**config.mk**
```make
export PLATFORM = sky130hd
export DESIGN_NAME = memory_stage
export DESIGN_NICKNAME = d
export VERILOG_FILES = /design/src/rtl/memory_stage.sv
export SDC_FILE = /design/constraint.sdc
export NUM_CORES = 1
export LEC_CHECK = 0
export CORE_ASPECT_RATIO = 1.75
export CORE_MARGIN = 2
export CORE_UTILIZATION = 36
export DETAILED_ROUTE_END_ITERATION = 16
export MAX_ROUTING_LAYER = met4
export PLACE_DENSITY = 0.69
export SYNTH_ARGS = -nofsm -noshare
export SYNTH_HDL_FRONTEND = slang
export SYNTH_SLANG_ARGS = --single-unit
```
**constraint.sdc**
```tcl
create_clock -name clk -period 2.5 [get_ports clk]
set_input_delay 0.5 -clock clk [delete_from_list [all_inputs] [get_ports clk]]
set_output_delay 0.5 -clock clk [all_outputs]
set_load 0.01 [all_outputs]
```
**src/rtl/memory_stage.sv**
```systemverilog
`default_nettype none
// ============================================================================
// Module      : memory_stage
// Description : Pipeline stage between execute and writeback. Accepts one
//               executed instruction over the prev_done/stall_prev handshake.
//               Loads and stores issue a single request on the data-memory
//               valid/ready port, wait for the response, and format load
//               data by funct3. Non-memory instructions pass through with one
//               cycle of latency. Results leave over done_next/next_stall.
// Ports       : clk, rst_n (async, active-low)
//               upstream   : prev_done, stall_prev, *_in instruction fields
//               downstream : done_next, next_stall, *_out result fields,
//                            memory_exception_out
//               memory     : mem_req_valid/ready, mem_addr, mem_write,
//                            mem_wdata, mem_wstrb, mem_resp_valid, mem_rdata
// Revision    : 1.0 - initial release
// ============================================================================
module memory_stage #(
  parameter int ADDR_WIDTH              = 32,
  parameter int DATA_WIDTH              = 32,
  parameter int REGISTER_INDEXING_WIDTH = 5
) (
  input  logic                               clk,
  input  logic                               rst_n,
  // upstream handshake
  input  logic                               prev_done,
  output logic                               stall_prev,
  // downstream handshake
  output logic                               done_next,
  input  logic                               next_stall,
  // instruction fields
  input  logic [ADDR_WIDTH-1:0]              program_count_in,
  output logic [ADDR_WIDTH-1:0]              program_count_out,
  input  logic                               load_in,
  input  logic                               store_in,
  input  logic [2:0]                         funct_3_in,
  input  logic                               funct_3_valid_in,
  input  logic [DATA_WIDTH-1:0]              result_data_in,
  input  logic                               result_data_valid_in,
  input  logic [DATA_WIDTH-1:0]              memory_store_data_in,
  input  logic                               memory_store_data_valid_in,
  input  logic [REGISTER_INDEXING_WIDTH-1:0] write_register_in,
  input  logic                               write_register_valid_in,
  output logic [REGISTER_INDEXING_WIDTH-1:0] write_register_out,
  output logic                               write_register_valid_out,
  output logic [DATA_WIDTH-1:0]              result_data_out,
  output logic                               result_data_valid_out,
  output logic                               memory_exception_out,
  // data-memory port
  output logic                               mem_req_valid,
  input  logic                               mem_req_ready,
  output logic [ADDR_WIDTH-1:0]              mem_addr,
  output logic                               mem_write,
  output logic [DATA_WIDTH-1:0]              mem_wdata,
  output logic [DATA_WIDTH/8-1:0]            mem_wstrb,
  input  logic                               mem_resp_valid,
  input  logic [DATA_WIDTH-1:0]              mem_rdata
);

  localparam logic [1:0] S_IDLE = 2'd0;
  localparam logic [1:0] S_REQ  = 2'd1;
  localparam logic [1:0] S_RESP = 2'd2;
  localparam logic [1:0] S_HOLD = 2'd3;

  logic [1:0]                         state_q, state_d;
  logic [ADDR_WIDTH-1:0]              pc_q;
  logic                               store_q;
  logic [2:0]                         f3_q;
  logic [ADDR_WIDTH-1:0]              ea_q;
  logic [DATA_WIDTH-1:0]              sdata_q;
  logic [REGISTER_INDEXING_WIDTH-1:0] rd_q;
  logic                               rd_valid_q;
  logic [DATA_WIDTH-1:0]              result_q;
  logic                               result_valid_q;
  logic                               exc_q;

  logic w_transfer_prev;
  logic w_transfer_next;
  logic w_is_mem;
  logic w_operand_bad;
  logic w_f3_illegal;
  logic w_misaligned;
  logic w_in_exc;
  logic [1:0] w_accept_state;
  logic [DATA_WIDTH-1:0] w_shifted;
  logic [DATA_WIDTH-1:0] w_load_data;

  assign w_transfer_prev = prev_done && !stall_prev;
  assign w_transfer_next = done_next && !next_stall;

  // Classification of the instruction currently offered upstream.
  assign w_is_mem      = load_in || store_in;
  assign w_operand_bad = !result_data_valid_in || !funct_3_valid_in ||
                         (store_in && !memory_store_data_valid_in);
  // Loads allow 000/001/010/100/101; stores only 000/001/010.
  assign w_f3_illegal  = store_in ? (funct_3_in[2] || (funct_3_in[1:0] == 2'b11))
                                  : ((funct_3_in == 3'b011) || (funct_3_in[2:1] == 2'b11));
  assign w_misaligned  = ((funct_3_in[1:0] == 2'b01) && result_data_in[0]) ||
                         ((funct_3_in == 3'b010) && (result_data_in[1:0] != 2'b00));
  assign w_in_exc      = w_is_mem && (w_operand_bad || w_f3_illegal || w_misaligned);
  assign w_accept_state = (w_is_mem && !w_in_exc) ? S_REQ : S_HOLD;

  // Bring the addressed byte/half down to bit 0 before extension.
  assign w_shifted = mem_rdata >> {ea_q[1:0], 3'b000};

  always_comb begin
    w_load_data = w_shifted;
    case (f3_q)
      3'b000:  w_load_data = {{24{w_shifted[7]}},  w_shifted[7:0]};
      3'b001:  w_load_data = {{16{w_shifted[15]}}, w_shifted[15:0]};
      3'b100:  w_load_data = {24'd0, w_shifted[7:0]};
      3'b101:  w_load_data = {16'd0, w_shifted[15:0]};
      default: w_load_data = w_shifted;
    endcase
  end

  // State register
  always_ff @(posedge clk or negedge rst_n) begin
    if (!rst_n) begin
      state_q <= S_IDLE;
    end else begin
      state_q <= state_d;
    end
  end

  // Next-state logic
  always_comb begin
    state_d = state_q;
    case (state_q)
      S_IDLE: if (w_transfer_prev) state_d = w_accept_state;
      S_REQ:  if (mem_req_ready)   state_d = S_RESP;
      S_RESP: if (mem_resp_valid)  state_d = S_HOLD;
      S_HOLD: begin
        if (w_transfer_next) begin
          state_d = w_transfer_prev ? w_accept_state : S_IDLE;
        end
      end
      default: state_d = S_IDLE;
    endcase
  end

  // Output logic. stall_prev is forced high while reset is asserted.
  always_comb begin
    done_next     = (state_q == S_HOLD);
    mem_req_valid = (state_q == S_REQ);
    stall_prev    = !rst_n ||
                    !((state_q == S_IDLE) || ((state_q == S_HOLD) && !next_stall));
  end

  // Instruction and result registers
  always_ff @(posedge clk or negedge rst_n) begin
    if (!rst_n) begin
      pc_q           <= '0;
      store_q        <= 1'b0;
      f3_q           <= 3'b000;
      ea_q           <= '0;
      sdata_q        <= '0;
      rd_q           <= '0;
      rd_valid_q     <= 1'b0;
      result_q       <= '0;
      result_valid_q <= 1'b0;
      exc_q          <= 1'b0;
    end else if (w_transfer_prev) begin
      pc_q           <= program_count_in;
      store_q        <= store_in;
      f3_q           <= funct_3_in;
      ea_q           <= result_data_in;
      sdata_q        <= memory_store_data_in;
      rd_q           <= write_register_in;
      rd_valid_q     <= write_register_valid_in;
      // Memory ops fill in the result when the response arrives.
      result_q       <= w_is_mem ? '0 : result_data_in;
      result_valid_q <= w_is_mem ? 1'b0 : result_data_valid_in;
      exc_q          <= w_in_exc;
    end else if ((state_q == S_RESP) && mem_resp_valid) begin
      result_q       <= store_q ? '0 : w_load_data;
      result_valid_q <= !store_q;
    end
  end

  assign program_count_out        = pc_q;
  assign write_register_out       = rd_q;
  assign write_register_valid_out = rd_valid_q;
  assign result_data_out          = result_q;
  assign result_data_valid_out    = result_valid_q;
  assign memory_exception_out     = exc_q;

  // Request fields derive only from captured registers, so they stay stable
  // for the whole time the request waits on mem_req_ready.
  assign mem_addr  = {ea_q[ADDR_WIDTH-1:2], 2'b00};
  assign mem_write = store_q;

  always_comb begin
    mem_wdata = sdata_q;
    mem_wstrb = 4'b1111;
    case (f3_q[1:0])
      2'b00: begin
        mem_wdata = {4{sdata_q[7:0]}};
        mem_wstrb = 4'b0001 << ea_q[1:0];
      end
      2'b01: begin
        mem_wdata = {2{sdata_q[15:0]}};
        mem_wstrb = 4'b0011 << ea_q[1:0];
      end
      default: begin
        mem_wdata = sdata_q;
        mem_wstrb = 4'b1111;
      end
    endcase
  end

endmodule
`default_nettype wire
```
==> results of run 1 <==
synth_stat cells (all sizes together), types with 2 or more instances:
cell type / n / area [sq um]
dfrtp: 142 / 3550
mux2: 121 / 1360
buf: 73 / 524
nand2: 41 / 154
a21oi: 33 / 165
nor2: 33 / 124
o21ai: 24 / 124
mux2i: 18 / 180
a22oi: 16 / 120
a31oi: 10 / 62.6
nand4: 9 / 62.6
a221oi: 8 / 70.1
clkbuf: 8 / 30.0
mux4: 8 / 180
o2bb2ai: 6 / 52.6
nor2b: 4 / 25.0
a211oi: 3 / 45.0
nand3b: 3 / 22.5
or2: 3 / 18.8
and2: 2 / 12.5
and3b: 2 / 21.3
nand2b: 2 / 12.5
o211ai: 2 / 15.0
worst paths after layout:
check                                        endpoint  slack [ns]
worst max register to register    result_data_out[17]        0.48
worst min register to register   memory_exception_out        0.48
worst max-delay path                       stall_prev        0.06
worst min-delay path                         ea_q[10]        0.45
max in group asynchronous       program_count_out[16]        1.06
min in group clk                 memory_exception_out        0.48
layout by cell type (no fill, tap or decap), drive strengths merged, types with 5 or more instances in the layout:
master           n
a21oi           33
o21ai           24
nand4            9
mux2i           18
a221oi           8
nor2            33
mux4             8
clkdlybuf4s50  279
o2bb2ai          6
clkbuf          22
mux2           121
dfrtp          142
buf             34
nand2           41
a31oi           10
a22oi           16
dlygate4sd2      5
per-stage QoR:
| stage | power [W] | cells | instance area [sq um] | utilization | setup WS, ns |
|---|---|---|---|---|---|
| after global routing | 0.0150 | 1102 | 10700 | 0.560 | 0.00632 |
| after global placement | 0.0115 | 1069 | 10100 | 0.525 | 0.0818 |
| after detailed placement | 0.0116 | 1069 | 10100 | 0.525 | 0.0701 |
| after CTS | 0.0143 | 1102 | 10700 | 0.558 | 0.0317 |
| final | 0.0142 | 1102 | 10700 | 0.560 | 0.0559 |
| after floorplan | 0.00810 | 588 | 7090 | - | 0.671 |
kinds of logic (layout without fill, tap and decap cells):
kind of cell | after synthesis | after routing | share of synthesized area
muxes | 147 | 147 | 0.243
DFF | 142 | 142 | 0.502
AOI/OAI and AO/OA | 111 | 111 | 0.103
and+or+nand+nor | 104 | 104 | 0.0731
buffers and inverters | 82 | 355 | 0.0788
other | 1 | 2 | 0.000529
flip-flops by register name (all words and copies together) (netlist names):
signal / count
ea_q: 32
program_count_out: 32
result_data_out: 32
sdata_q: 32
write_register_out: 5
f3_q: 3
state_q: 2
mem_write: 1
memory_exception_out: 1
result_data_valid_out: 1
write_register_valid_out: 1
power groups by stage:
stage | registers [W] | logic [W] | clock network, W
after floorplan | 0.00429 | 0.00381 | 0
after global placement | 0.00414 | 0.00732 | 0
after detailed placement | 0.00418 | 0.00737 | 0
after CTS | 0.00416 | 0.00739 | 0.00276
after global routing | 0.00433 | 0.00786 | 0.00286
final | 0.00417 | 0.00731 | 0.00270
critical path, delay by kind of cell:
| kind | cells | cell delay (ns) |
|---|---|---|
| buf+inv | 2 | 1.05 |
| simple gates | 1 | 0.23 |
| compound gates | 1 | 0.16 |
layer usage:
metal / vias up / routed length (microns) / GRT usage
li1: 2607 / - / -
met1: 2785 / 7850 / 0.239
met2: 246 / 11800 / 0.385
met3: 33 / 1490 / 0.0473
met4: 0 / 592 / 0.0862
met5: - / 0 / -
layout make-up:
type                       count  share of cell area
clock buffer                  22              0.0460
sequential                   142               0.331
timing repair buffer         323               0.303
tap                          241              0.0281
multi-input combinational    364               0.279
inverter                       1            0.000349
clock inverter                 9              0.0122
timing repair:
| action | 4_1_cts | 5_1_grt |
|---|---|---|
| cloned | 0 | 0 |
| resized for setup | 8 | 10 |
| endpoints found under the hold margin | 6 | 0 |
| setup buffers | 1 | 0 |
| hold buffers | 1 | 0 |
| endpoints found under the setup margin | 8 | 7 |
==> results.json, run 1 <==
{
  "worst_ir_drop_vdd_mv": 0.644,
  "netlist_area_sq_mm": 0.00709,
  "power.leakage_nw": 4.51,
  "hold_viol_final": 0,
  "avgViaCountPerCell": 5.15,
  "critPathKind": "primary input to output port",
  "ant_nets": 0,
  "die_w_microns": 110,
  "die_h_microns": 190,
  "rows": 67,
  "required_ns": 2.00,
  "fin_worst_skew_ns": 0.0123,
  "swShare": 0.342,
  "clk_pin_slew_ns": 0.06,
  "power_density_mw_per_mm2": 1320,
  "arrival_ns": 1.94,
  "gp_congestion": 0.845,
  "synthArstFlopShare": 1.00,
  "ys_warn_count": 0,
  "postSynthAreaPerCell_sq_um": 12.1,
  "fillers": 1652,
  "ys_ff_latch": 142,
  "path_max_fanout": 4,
  "dieArea_sq_mm": 0.0209,
  "drc_errors": 0,
  "fmax_mhz": 409,
  "cts_buffers": 17,
  "status": "completed",
  "place_hpwl_microns": 16400,
  "drt_wl_total_microns": 21800,
  "slowest_delay_ns": 0.56,
  "intPower_w": 0.00933,
  "grt_max_degree": 62,
  "routedWlPerCell_microns": 19.8,
  "io_pins": 292,
  "rr_startpoint": "ea_q[1]",
  "power.switching_w": 0.00485,
  "dr.pass1.iters": 4,
  "cts_max_level": 4,
  "synth-edff-count": 0,
  "drv_cap": 0,
  "io_buffers": 289,
  "report.final.slew_viol_count": 0,
  "grt_pass1_vias": 6069,
  "rsz0062_at_grt": "no",
  "clkLatencyLatePin_ns": 0.43,
  "slew_headroom": 0.473,
  "end_kind": "output port",
  "cts_buffer_depth": 2,
  "hp-class": "primary input to asynchronous set/reset pin",
  "ff_latch_area_sq_mm": 0.00355,
  "period_minus_slack_ns": 2.44,
  "area_growth_pct": 51.7,
  "startpoint": "next_stall",
  "drive_gt1_frac": 0.242,
  "grt_pass1_wl_microns": 33600,
  "ys_seq_area_frac": 0.502,
  "critPathMostFrequentCell": "clkdlybuf4s50_1",
  "cts.sinks": 142,
  "final_nets": 997,
  "fin_crit_sh": 0.978,
  "start_util": 0.369,
  "core_sq_mm": 0.0192,
  "p_clk_frac": 0.190,
  "gr-total-overflow": 0,
  "setup_viol": 0,
  "grt_usage": 0.220,
  "finalHoldWorstSlack_ns": 0.448,
  "power.share.combinational": 0.516,
  "r2r_cells": 5,
  "antennaDiodeCount": 0,
  "first_iter_violations": 200,
  "vias": 5671,
  "worst_pin_slew_ns": 0.790,
  "path_cells": "clkdlybuf4s50_1 -> and3b_4 -> o21ai_0 -> clkdlybuf4s50_1",
  "critPathLaunchType": "primary input",
  "antenna_found_initial": 0,
  "synth_cells": 587,
  "cts_tree": "built",
  "pwr-share-seq": 0.294,
  "setup_tns_ns": 0,
  "multiInputGateArea_sq_mm": 0.00300,
  "cts-root-buf": "clkbuf_16",
  "ys.flop_type": "dfrtp_1",
  "ys_types": 46,
  "critPathSlowestCell": "clkdlybuf4s50_1"
}
Note: power is estimated with default switching activity, not from simulation.
==> inputs of run 2 (changes only) <==
Settings changed: CTS_CLUSTER_SIZE set to 30.
==> results of run 2 <==
The final DEF is identical to that of run 1; final timing and power are the same.
==> inputs of run 3 (changes only) <==
--- a/config.mk
+++ b/config.mk
@@ -6,5 +6,4 @@
 export NUM_CORES = 1
 export LEC_CHECK = 0
-export CORE_ASPECT_RATIO = 1.75
 export CORE_MARGIN = 2
 export CORE_UTILIZATION = 36
==> constraint.sdc (replaced) <==
create_clock -name clk -period 2.5 [get_ports clk]
set_input_delay 0.5 -clock clk [delete_from_list [all_inputs] [get_ports clk]]
set_output_delay 0.5 -clock clk [all_outputs]
set_load 0.1 [all_outputs]
==> run 3 against run 2 <==
Net effect:
- non-clock buffer count fell by 12
- utilization fell by 0.64 points
- worst setup slack improved by 0.090 ns
- final area fell by 0.11%
- clock-buffer cell count rose by 2
- via count fell by 1.4%
- maximum frequency rose by 3.8%
- die area fell by 0.21%
- register-to-register slack improved by 0.03 ns
- first-iteration DRC count rose by 5.5%
- wire length fell by 0.26%
- global-route usage fell by 0.76 points
==> results.json, run 3 (synthesis results as in run 1) <==
{
  "setup_tns_ns": 0,
  "rows": 51,
  "core_sq_mm": 0.0194,
  "finalHoldWorstSlack_ns": 0.477,
  "critPathKind": "flip-flop to output port",
  "clk_pin_slew_ns": 0.06,
  "gp_congestion": 0.790,
  "slew_headroom": 0.409,
  "fmax_mhz": 425,
  "path_max_fanout": 27,
  "dieArea_sq_mm": 0.0208,
  "setup_viol": 0,
  "die_h_microns": 144,
  "hp-start": "memory_exception_out",
  "critPathLaunchType": "flip-flop",
  "io_pins": 292,
  "cp.buffers_inverters": 2,
  "antenna_found_initial": 0,
  "cts_tree": "built",
  "cts_setup_buffers": 0,
  "gr-total-overflow": 0,
  "avgViaCountPerCell": 5.01,
  "dpl_cell_area_sq_mm": 0.0101,
  "fin_worst_skew_ns": 0.0117,
  "hp-class": "flip-flop to flip-flop",
  "ant_nets": 0,
  "r2r-end": "result_data_out[23]",
  "grt_max_degree": 66,
  "cts_buffer_depth": 2,
  "final_cell_mix": "clkdlybuf4s50_1 (146), dfrtp_1 (141), buf_4 (124)",
  "rrSetupSlack_ns": 0.51,
  "rsz0062_at_grt": "no",
  "cts_buffers": 17,
  "first_iter_violations": 211,
  "critPathSlowestCell": "dfrtp_2",
  "dr.pass1.iters": 4,
  "grt_pass1_vias": 5655,
  "drc_errors": 0,
  "dp_slack_ns": 0.145,
  "cts_max_level": 4,
  "drv_cap": 0,
  "area_growth_pct": 51.5,
  "min_delay_path_depth": 2,
  "layout_commonest_cell": "clkdlybuf4s50_1",
  "routedWlPerCell_microns": 19.5,
  "slowest_delay_ns": 0.53,
  "worst_pin_slew_ns": 0.886,
  "io_buffers": 289,
  "status": "completed",
  "arrival_ns": 1.85,
  "grt_usage": 0.213,
  "r2r_cells": 6,
  "drt_wl_total_microns": 21700,
  "setup_ws_ns": 0.146,
  "cts.sinks": 142,
  "final_nets": 985,
  "required_ns": 2.00,
  "grt_pass1_wl_microns": 32200,
  "report.final.slew_viol_count": 0,
  "drive_gt1_frac": 0.407,
  "min_to": "memory_exception_out",
  "place_hpwl_microns": 16100,
  "vias": 5591,
  "clkLatencyLatePin_ns": 0.42,
  "die_w_microns": 144,
  "hold_viol_final": 0,
  "period_minus_slack_ns": 2.35,
  "path_cells": "buf_6 -> mux2_2 -> buf_12",
  "antennaDiodeCount": 0,
  "fin_area_sq_mm": 0.0107,
  "fin_crit_sh": 0.941,
  "rr_startpoint": "state_q[1]",
  "end_kind": "output port",
  "crit_family": "flip-flops",
  "start_util": 0.365,
  "cts-root-buf": "clkbuf_16"
}
[run 3: cell types whose count changed in the layout (fill, tap and decap cells not counted), moves of 2 or more]
| cell | change |
|---|---|
| clkbuf_1 | +2 |
| clkdlybuf4s50_1 | -133 |
| dlygate4sd2_1 | -5 |
| buf_12 | +30 |
| buf_4 | +100 |
| dlymetal6s2s_1 | -4 |
| o21ai_0 | -9 |
| o21ai_2 | +8 |
[run 3: final cells by class]
type	instances	area, sq um
Multi-Input combinational cell	364	3030
Clock buffer	24	502
Timing Repair Buffer	311	3190
Tap cell	265	332
Fill cell	1727	8660
Inverter	1	3.75
Clock inverter	8	128
Sequential cell	142	3550
[run 3: metal layers]
layer,share of wire,track usage,up-vias
met5,0,-,-
met4,0.014,0.0664,0
met3,0.091,0.0728,19
met2,0.48,0.335,240
met1,0.42,0.258,2741
li1,-,-,2591
[run 3: tightest hold or removal path: cells and delay by family, from the launching register on]
family	cells	cell delay, ns
AOI/OAI and AO/OA	1	0.06
and+or+nand+nor	1	0.04
DFF	1	0.34
[run 3: worst max-delay path by stage]
stage,cells after the start,start,to
2_1_floorplan,4,f3_q[0],mem_wdata[24]
5_1_grt,4,ea_q[1],mem_wstrb[2]
6_report,3,f3_q[1],mem_wdata[18]
4_1_cts,3,f3_q[1],mem_wdata[18]
3_3_place_gp,5,next_stall,ea_q[6]
3_5_place_dp,5,next_stall,ea_q[22]
[run 3: stage by stage]
stage               instances  utilization
global route             1115        0.553
CTS                      1115        0.553
detailed placement       1082        0.520
floorplan                 588            -
finish                   1115        0.553
global placement         1082        0.520
[run 3: repair_timing]
item / in CTS / in global routing
resized for setup: 0 / 3
endpoints found under the setup margin: 0 / 12
hold buffers: 1 / 0
hold endpoints to repair: 25 / 0
Power of run 3 is not shown: default switching activity piles up to over one toggle a cycle in this logic, so the estimate is an artifact.
